===== src/rtl/mel_pkg.sv =====
// Shared defaults and read-side state type for the mel output scheduler.
package mel_pkg;

  localparam int MEL_BINS_DEF = 40;
  localparam int DATA_W_DEF   = 16;
  localparam int DROP_CNT_W   = 16;

  typedef enum logic {
    RD_IDLE   = 1'b0,
    RD_STREAM = 1'b1
  } rd_state_e;

endpackage


===== src/rtl/mel_out_sched_if.sv =====
// Valid/ready stream from the scheduler towards the CNN, with a last-beat marker.
interface mel_out_sched_if
  import mel_pkg::*;
#(
  parameter int DATA_W = DATA_W_DEF
);

  logic              m_valid;
  logic [DATA_W-1:0] m_data;
  logic              m_last;
  logic              m_ready;

  modport master (output m_valid, output m_data, output m_last, input m_ready);
  modport slave  (input m_valid, input m_data, input m_last, output m_ready);

endinterface


===== src/rtl/mel_bank_rf.sv =====
// Two-bank mel register file: one synchronous write port, one combinational read port.
module mel_bank_rf
  import mel_pkg::*;
#(
  parameter int  MEL_BINS = MEL_BINS_DEF,
  parameter int  DATA_W   = DATA_W_DEF,
  localparam int IDX_W    = $clog2(MEL_BINS)
) (
  input  logic              clk,
  input  logic              we_i,
  input  logic              wbank_i,
  input  logic [IDX_W-1:0]  widx_i,
  input  logic [DATA_W-1:0] wdata_i,
  input  logic              rbank_i,
  input  logic [IDX_W-1:0]  ridx_i,
  output logic [DATA_W-1:0] rdata_o
);

  // Contents are deliberately not reset; unwritten entries keep stale data.
  logic [DATA_W-1:0] mem_q [2][MEL_BINS];

  always_ff @(posedge clk) begin
    if (we_i) begin
      mem_q[wbank_i][widx_i] <= wdata_i;
    end
  end

  assign rdata_o = mem_q[rbank_i][ridx_i];

endmodule


===== src/rtl/mel_out_sched.sv =====
// Ping-pong frame scheduler between the log-mel writer and the CNN stream.
// Optional feature: define MEL_OUT_DROP_CNT_EN to add the dropped-frame counter drop_cnt_o.
module mel_out_sched
  import mel_pkg::*;
#(
  parameter int  MEL_BINS = MEL_BINS_DEF,
  parameter int  DATA_W   = DATA_W_DEF,
  localparam int IDX_W    = $clog2(MEL_BINS)
) (
  input  logic              clk,
  input  logic              reset_n,
  input  logic              wr_en_i,
  input  logic [IDX_W-1:0]  wr_idx_i,
  input  logic [DATA_W-1:0] wr_data_i,
  input  logic              wr_last_i,
  output logic              wr_ready_o,
  mel_out_sched_if.master   m_if,
  output logic              frame_sent_o,
  output logic [1:0]        frames_pending_o
`ifdef MEL_OUT_DROP_CNT_EN
  ,
  output logic [DROP_CNT_W-1:0] drop_cnt_o
`endif
);

  rd_state_e         state_q, state_d;
  logic              wBank_q, wBank_d;
  logic              rBank_q, rBank_d;
  logic [1:0]        full_q, full_d;
  logic [IDX_W-1:0]  rdIdx_q, rdIdx_d;
  logic              frameSent_q, frameSent_d;

  logic              wrAccept, wrInRange, wrClose;
  logic              mValid, rdFire, rdAtLast;
  logic [DATA_W-1:0] rfRdata;

  assign wr_ready_o = !full_q[wBank_q];
  assign wrAccept   = wr_en_i & wr_ready_o;
  assign wrInRange  = 32'(wr_idx_i) < 32'(MEL_BINS);
  assign wrClose    = wrAccept & wr_last_i;

  assign rdAtLast   = (rdIdx_q == IDX_W'(MEL_BINS - 1));
  assign rdFire     = mValid & m_if.m_ready;

  mel_bank_rf #(
    .MEL_BINS (MEL_BINS),
    .DATA_W   (DATA_W)
  ) u_bank_rf (
    .clk     (clk),
    .we_i    (wrAccept & wrInRange),
    .wbank_i (wBank_q),
    .widx_i  (wr_idx_i),
    .wdata_i (wr_data_i),
    .rbank_i (rBank_q),
    .ridx_i  (rdIdx_q),
    .rdata_o (rfRdata)
  );

  always_comb begin
    state_d = state_q;
    mValid  = 1'b0;
    case (state_q)
      RD_IDLE: begin
        if (full_q[rBank_q]) begin
          state_d = RD_STREAM;
        end
      end
      RD_STREAM: begin
        mValid = 1'b1;
        if (m_if.m_ready && rdAtLast) begin
          state_d = RD_IDLE;
        end
      end
      default: state_d = RD_IDLE;
    endcase
  end

  // Closing and draining always hit different banks, so both updates can apply together.
  always_comb begin
    full_d      = full_q;
    wBank_d     = wBank_q;
    rBank_d     = rBank_q;
    rdIdx_d     = rdIdx_q;
    frameSent_d = 1'b0;
    if (wrClose) begin
      full_d[wBank_q] = 1'b1;
      wBank_d         = !wBank_q;
    end
    if (rdFire) begin
      if (rdAtLast) begin
        rdIdx_d         = '0;
        full_d[rBank_q] = 1'b0;
        rBank_d         = !rBank_q;
        frameSent_d     = 1'b1;
      end else begin
        rdIdx_d = rdIdx_q + 1'b1;
      end
    end
  end

  always_ff @(posedge clk or negedge reset_n) begin
    if (!reset_n) begin
      state_q     <= RD_IDLE;
      wBank_q     <= 1'b0;
      rBank_q     <= 1'b0;
      full_q      <= '0;
      rdIdx_q     <= '0;
      frameSent_q <= 1'b0;
    end else begin
      state_q     <= state_d;
      wBank_q     <= wBank_d;
      rBank_q     <= rBank_d;
      full_q      <= full_d;
      rdIdx_q     <= rdIdx_d;
      frameSent_q <= frameSent_d;
    end
  end

  assign m_if.m_valid     = mValid;
  assign m_if.m_data      = rfRdata;
  assign m_if.m_last      = mValid & rdAtLast;
  assign frame_sent_o     = frameSent_q;
  assign frames_pending_o = 2'(full_q[0]) + 2'(full_q[1]);

`ifdef MEL_OUT_DROP_CNT_EN
  logic [DROP_CNT_W-1:0] dropCnt_q;

  // Only a dropped frame-closing write counts; the counter sticks at all-ones.
  always_ff @(posedge clk or negedge reset_n) begin
    if (!reset_n) begin
      dropCnt_q <= '0;
    end else if (wr_en_i && !wr_ready_o && wr_last_i && (dropCnt_q != '1)) begin
      dropCnt_q <= dropCnt_q + 1'b1;
    end
  end

  assign drop_cnt_o = dropCnt_q;
`endif

endmodule


===== src/flat_wrapper.sv =====
// flat-port wrapper written by rule: the top's interface ports become plain ports
module mel_out_sched_flat import mel_pkg::*;
#(
  parameter int  MEL_BINS = MEL_BINS_DEF,
  parameter int  DATA_W   = DATA_W_DEF,
  localparam int IDX_W    = $clog2(MEL_BINS)
)
  (clk, reset_n, wr_en_i, wr_idx_i, wr_data_i, wr_last_i, wr_ready_o, frame_sent_o, frames_pending_o, m_if_m_valid, m_if_m_data, m_if_m_last, m_if_m_ready);
  mel_out_sched_if #(.DATA_W(DATA_W)) m_if_i ();
  input  logic clk;
  input  logic reset_n;
  input  logic wr_en_i;
  input  logic [IDX_W-1:0] wr_idx_i;
  input  logic [DATA_W-1:0] wr_data_i;
  input  logic wr_last_i;
  output logic wr_ready_o;
  output logic frame_sent_o;
  output logic [1:0] frames_pending_o;
  output wire logic [$bits(m_if_i.m_valid)-1:0] m_if_m_valid;
  output wire logic [$bits(m_if_i.m_data)-1:0] m_if_m_data;
  output wire logic [$bits(m_if_i.m_last)-1:0] m_if_m_last;
  input wire logic [$bits(m_if_i.m_ready)-1:0] m_if_m_ready;
  assign m_if_m_valid = m_if_i.m_valid;
  assign m_if_m_data = m_if_i.m_data;
  assign m_if_m_last = m_if_i.m_last;
  assign m_if_i.m_ready = m_if_m_ready;
  mel_out_sched #(.MEL_BINS(MEL_BINS), .DATA_W(DATA_W)) u_core (.clk(clk), .reset_n(reset_n), .wr_en_i(wr_en_i), .wr_idx_i(wr_idx_i), .wr_data_i(wr_data_i), .wr_last_i(wr_last_i), .wr_ready_o(wr_ready_o), .m_if(m_if_i), .frame_sent_o(frame_sent_o), .frames_pending_o(frames_pending_o));
endmodule

===== config.mk =====
export PLATFORM = sky130hd
export DESIGN_NAME = mel_out_sched_flat
export DESIGN_NICKNAME = d
export VERILOG_FILES = /design/src/rtl/mel_pkg.sv /design/src/rtl/mel_out_sched_if.sv /design/src/rtl/mel_bank_rf.sv /design/src/rtl/mel_out_sched.sv /design/src/flat_wrapper.sv
export SDC_FILE = /design/constraint.sdc
export NUM_CORES = 1
export LEC_CHECK = 0
export CAP_MARGIN = 0
export CORE_MARGIN = 2
export CORE_UTILIZATION = 39
export CTS_CLUSTER_DIAMETER = 150
export CTS_CLUSTER_SIZE = 28
export DETAILED_ROUTE_END_ITERATION = 8
export SLEW_MARGIN = 0
export SYNTH_ARGS = -nofsm -noshare
export SYNTH_HDL_FRONTEND = slang
export SYNTH_SLANG_ARGS = --single-unit

===== constraint.sdc =====
create_clock -name clk -period 4.4 [get_ports clk]
set_input_delay 1.32 -clock clk [delete_from_list [all_inputs] [get_ports clk]]
set_output_delay 1.32 -clock clk [all_outputs]
set_load 0.01 [all_outputs]

### Word-level counts from Yosys, hierarchy flattened

Memories as Yosys holds them, arrays and structs flattened.
Index checks and enable logic that the tools add are counted.

* bitwise operators: 11
* reduce and logical (&&, ||, !) cells: 8
* add/sub/neg operators: 2
* muxes and demuxes: 25
* order comparisons: 8
* equality and inequality tests: 1

Operators with widths (number)
* $mux 640: 1
* $bmux 16 s6: 1
* $demux 16 s6: 1
* $mux 16: 3
* $ge 7x7->1 const B: 2
* $not 6->7: 2
* $mux 1: 12
* $lt 7x1->1 const B: 1
* $add 6x1->6 const B: 1
* $eq 6x6->1 const B: 1
* $lt 6x6->1 const B: 1
* $mux 2: 3
* $mux 6: 1
* $and 1x1->1: 5
* $logic_and 1x1->1: 4
* $lt 1x2->1 const B: 2
* $logic_not 1->1: 3
* $add 1x1->2: 1
* $and 2x2->2: 1
* $demux 1 s1: 2
* $ge 1x1->1 const B: 2
* $not 2->2: 1
* $or 2x2->2: 1
* $pmux 1 s2: 1
* other kinds (2): 2

* bits in registers: 12
* input bits: 27
* bits in writable memories: 1280
* memories kept: 1

Memories
* u_core.u_bank_rf.mem_q: depth 2, width 640, rd ports 1, clocked after Yosys merged registers in 0, write ports 1, RTL line mel_bank_rf.sv:20 `logic [DATA_W-1:0] mem_q [2][MEL_BINS];`

### Depth between registers and ports, before layout

* word-level depth: 9
* depth in mapped cells: 10
* gate-level depth less buffers: 5

### Cells and area by module

Synthesis repeated with hierarchy kept, for this count alone.

* cells, all modules: 2298
* area, all modules: 49919.1 um^2

By module, submodules not included
* mel_bank_rf: area an instance 49354.8 um^2, seq. area each 38436.9 um^2, cells each 2249, times used 1
* mel_out_sched: area an instance 564.3 um^2, seq. area each 300.3 um^2, cells each 49, times used 1

### Worst setup path after synthesis

No wires, ideal clock.

* kind: input to register
* start point: in wr_idx_i[4]
* end point: mem u_core.u_bank_rf.mem_q[1][160] (netlist name) (enable)
* library setup time: 0.409 ns
* stages on the path: 3
* path slack: 0.973 ns
* path buffers: 0
* arrival: 3.018 ns
* required time: 3.991 ns
* cell sequence: nor2b_1 > nand3_1 > nor3_1

* cells in the longest elaborated chain, start to end: 6
* elaborated cells between the ends (all ways): 10
* those cells by class: order compare (3); mux (4); bitwise (2); reduce/logical (1)

Ends and longest elaborated chain
* start, declared: RTL line flat_wrapper.sv:13 `input logic [IDX_W-1:0] wr_idx_i;`
* $not 6->7 (implied by the code): RTL line mel_bank_rf.sv:24 `mem_q[wbank_i][widx_i] <= wdata_i;`
* $ge 7x7->1 (implied by the code) / $lt 7x1->1 (equally long branches): RTL line mel_bank_rf.sv:24
* $logic_and 1x1->1 (implied by the code): RTL line mel_bank_rf.sv:24
* $mux 16 (implied by the code): RTL line mel_bank_rf.sv:24
* $demux 16 s6: RTL line mel_bank_rf.sv:24
* $mux 640 (implied by the code) *: RTL line mel_bank_rf.sv:24
* end, declared: RTL line mel_bank_rf.sv:20

Mark *: on every way between the ends. The rest lies on a longest branch, timed or not.

### Worst setup path in the final report

* start point: reg u_core.rBank_q
* end point: out m_if_m_data[6]

* cells in the longest elaborated chain, start to end: 4

Ends and longest elaborated chain
* start, declared: RTL line mel_out_sched.sv:28 `logic rBank_q, rBank_d;`
* start signal, assigned: RTL line mel_out_sched.sv:112 `rBank_q <= rBank_d;`
* $mem_v2 2x640
* $bmux 16 s6: RTL line mel_bank_rf.sv:28 `assign rdata_o = mem_q[rbank_i][ridx_i];`
* $mux 16 (implied by the code) (2 in series): RTL line mel_bank_rf.sv:28
* end, declared: RTL line flat_wrapper.sv:20 `output wire logic [$bits(m_if_i.m_data)-1:0] m_if_m_data;`

Every way passes these cells. The select of a mux whose other input is x is not followed.

==> impl_results.md <==
* Status: finished, violations left
* Failing checks: negative setup slack
* Clock sink total at around 1,300
* Crit path kind: flip-flop to primary output
* Crit path DAT at 3420 ps
* Fillers at approximately 11,000
* Avg WL per Cell at ~30 um
* Max Freq at about 210 MHz
* Die Area at roughly 130,000 um^2
* Nets at around 2,700
* Critical Path Source Type: flip-flop
* Final hold viol count at 0
* Synth Net Count at about 2,400
* Final setup violation count at 16
* Crit path largest cell delay at around 540 ps
* Period minus WS final at 4740 ps
* Drt first pass iters at 5
* Final WS setup at -342 ps
* Synth unique cells at between 40 and 50
* Synth area leaders: edfxtp_1, mux4_2, mux2_2, mux2i_1, nor2_1
* Max Slew Vio Count at 0
* Worst skew pair latency at approximately 710 ps
* R2R setup slack at ~1200 ps
* Peak VDD IR at between 0.3 and 0.4 mV
* RSZ-0062 raised after global routing: yes
* Avg Synthesized Cell Area at roughly 21 um^2
* TritonCTS clock tree: built
* GPL Wtd Cong at 0.882
* CP endpoint kind: primary output
* Crit-path max FO at 7
* Chip Height at around 360 um
* Cell Area, Synth at about 50,000 um^2
* Initial DRC count at approximately 3,700
* Post-CTS Hold Buffers at 0
* Routed Antenna Nets at 0
* FF+latch count, synth at ~1,300
* Clock Skew at 43.5 ps
* Cell mode on critical path: buf_16
* GRT Util Overall at between 20% and 30%
* Worst Tran Pin Value at 1400 ps
* Pin count of the biggest net entering global routing at slightly above 80
* Post-route DRC at 0
* WL final at between 100 and 150 mm
* Rows at around 130
* Crit path cell chain: buf_12 > buf_16 > buf_16 > buf_6 > mux4_2 > mux2_4 > o211ai_1 > nand4_1 > buf_2
* Most numerous cell in the Yosys netlist: edfxtp_1
* Core box area at 128,000 um^2
* Fin crit share at 108%
* Sequential share of the synthesized area at between 70% and 80%
* Synth warn at 0
* H-tree depth at 2
* CTS Buf Count at 52
* Max cap viols at 0
* Initial Utilization at 39.3%
* TNS Setup at -3830 ps
* First-pass GRT wire length at between 150 and 200 mm
* Pwr Density at around 480 nW/um^2
* Initial antenna violation count at 5
* Commonest cells in the netlist: edfxtp_1, mux4_2, nor2_1
* DP HPWL at between 80 and 90 mm
* Main synth FF type: edfxtp_1
* Share of the synthesized area in the top cell type at approximately three quarters
* Vias in the first global route at between 20,000 and 30,000
* CTS root buf: clkbuf_16
* EDFF count, synth at between 1,000 and 1,500
* Max_slew headroom at around 6.4%
* Area Overhead vs Synth at 15.3%
* LEAKAGE at around 18 nW
* Mapped Cells at 2,337
* IO Pins at 49
* Register Area at between 30,000 and 40,000 um^2
* Tightest Hold Check Type: flip-flop to flip-flop
* Die Wd at between 300 and 400 um
* Slowest CP cell: dfrtp_4
* Asr flop ratio synth at less than 1%
* DP Worst Slack at -235 ps
* Via/cell ratio at roughly 5.8
* Power Total at between 20 and 30 mW
* CP Data Required Time at between 3000 and 4000 ps
* Vias at approximately 25,000
* Port bufs at 48
* Max Root-Sink Buffers at 3
* Gr ovfl total at 0
* Share of cells above drive strength 1 at around 34%
* Cell taking the most area after synthesis: edfxtp_1
* Multi-input gate area at 11,100 um^2
* Clk pin slew, worst setup/hold paths at around 110 ps
[where the power goes]
part / switching [mW] / leakage (nW) / internal (mW)
clock: 3.63 / 0.702 / 2.26
combinational: 4.40 / 6.03 / 3.78
sequential: 0.103 / 11.6 / 13.5
[area by class of cell]
cell class / instances / area share, %
clock inverters: 4 / 0.0910
diodes: 3 / 0.0130
flip-flops and latches: 1292 / 67.1
well taps: 1662 / 3.60
clock buffers: 74 / 2.43
inverters: 4 / 0.0260
multi-input cells: 909 / 19.2
repair buffers: 435 / 7.56
[timing repair]
action                     in CTS  in global routing
gates resized for setup       182                 40
setup endpoints to repair      17                 17
pin swaps                      29                 19
setup buffers                  55                 36
gates cloned                   10                  0
[cells by family after synthesis]
logic type | after synthesis | share of synthesized area [%]
buffers and inverters | 136 | 1.46
and+or+nand+nor | 278 | 2.39
muxes | 435 | 16.1
xor gates and xnor gates | 5 | 0.0874
AOI/OAI and AO/OA | 189 | 2.55
adders and majority gates | 2 | 0.0500
DFF | 1292 | 77.3
[per-layer routing]
metal	up-vias	GRT usage, %	part of all wire (%)
met4	2	4.30	1.9
li1	10400	-	-
met2	1100	32.4	48
met1	13900	29.1	42
met5	-	0	0.0097
met3	131	3.21	8.3
[worst paths after layout]
kind | start | depth (start not counted) | end
worst max-delay path | u_core.rBank_q | 9 | m_if_m_data[6]
worst min-delay path | u_core.rdIdx_q[4] | 1 | u_core.rdIdx_q[4]
worst max register to register | u_core.wBank_q | 5 | u_core.u_bank_rf.mem_q[0][360]
worst min register to register | u_core.rdIdx_q[4] | 1 | u_core.rdIdx_q[4]
max in group asynchronous | reset_n | 1 | u_core.rBank_q
min in group asynchronous | reset_n | 1 | u_core.rdIdx_q[2]
[through the flow]
step           hold slack, ps  instance area, um^2  instances  util [%]
2_1_floorplan             499                50100       2337         -
3_3_place_gp              538                54600       4204      42.8
3_5_place_dp              539                54600       4204      42.8
4_1_cts                   560                57300       4345      44.9
5_1_grt                   593                57700       4381      45.3
6_report                  576                57800       4383      45.3
[critical path, delay by kind of cell, from the launching register on]
kind / cells / cell delay [ps]
flops: 1 / 540
simple gates: 1 / 400
mux: 2 / 690
compound gates: 1 / 250
buf+inv: 5 / 860
[cells in the final DEF, fill, tap and decap left out, types with 26 or more instances in the layout]
cell type	Yosys	routed
nor2_1	152	138
buf_4	27	299
o211ai_1	26	26
mux2i_1	68	53
clkbuf_16	0	53
buf_6	7	27
mux4_2	289	289
o22ai_1	48	41
mux2_2	78	72
edfxtp_1	1280	1280
nand2_1	61	57
buf_12	0	47
[state kept, by name (all words and copies together), names as in the netlist]
register,count
u_core.frame_sent_o,1
u_core.full_q,2
u_core.rBank_q,1
u_core.rdIdx_q,6
u_core.state_q,1
u_core.u_bank_rf.mem_q,1280
u_core.wBank_q,1
(Power assumes the default switching activity.)
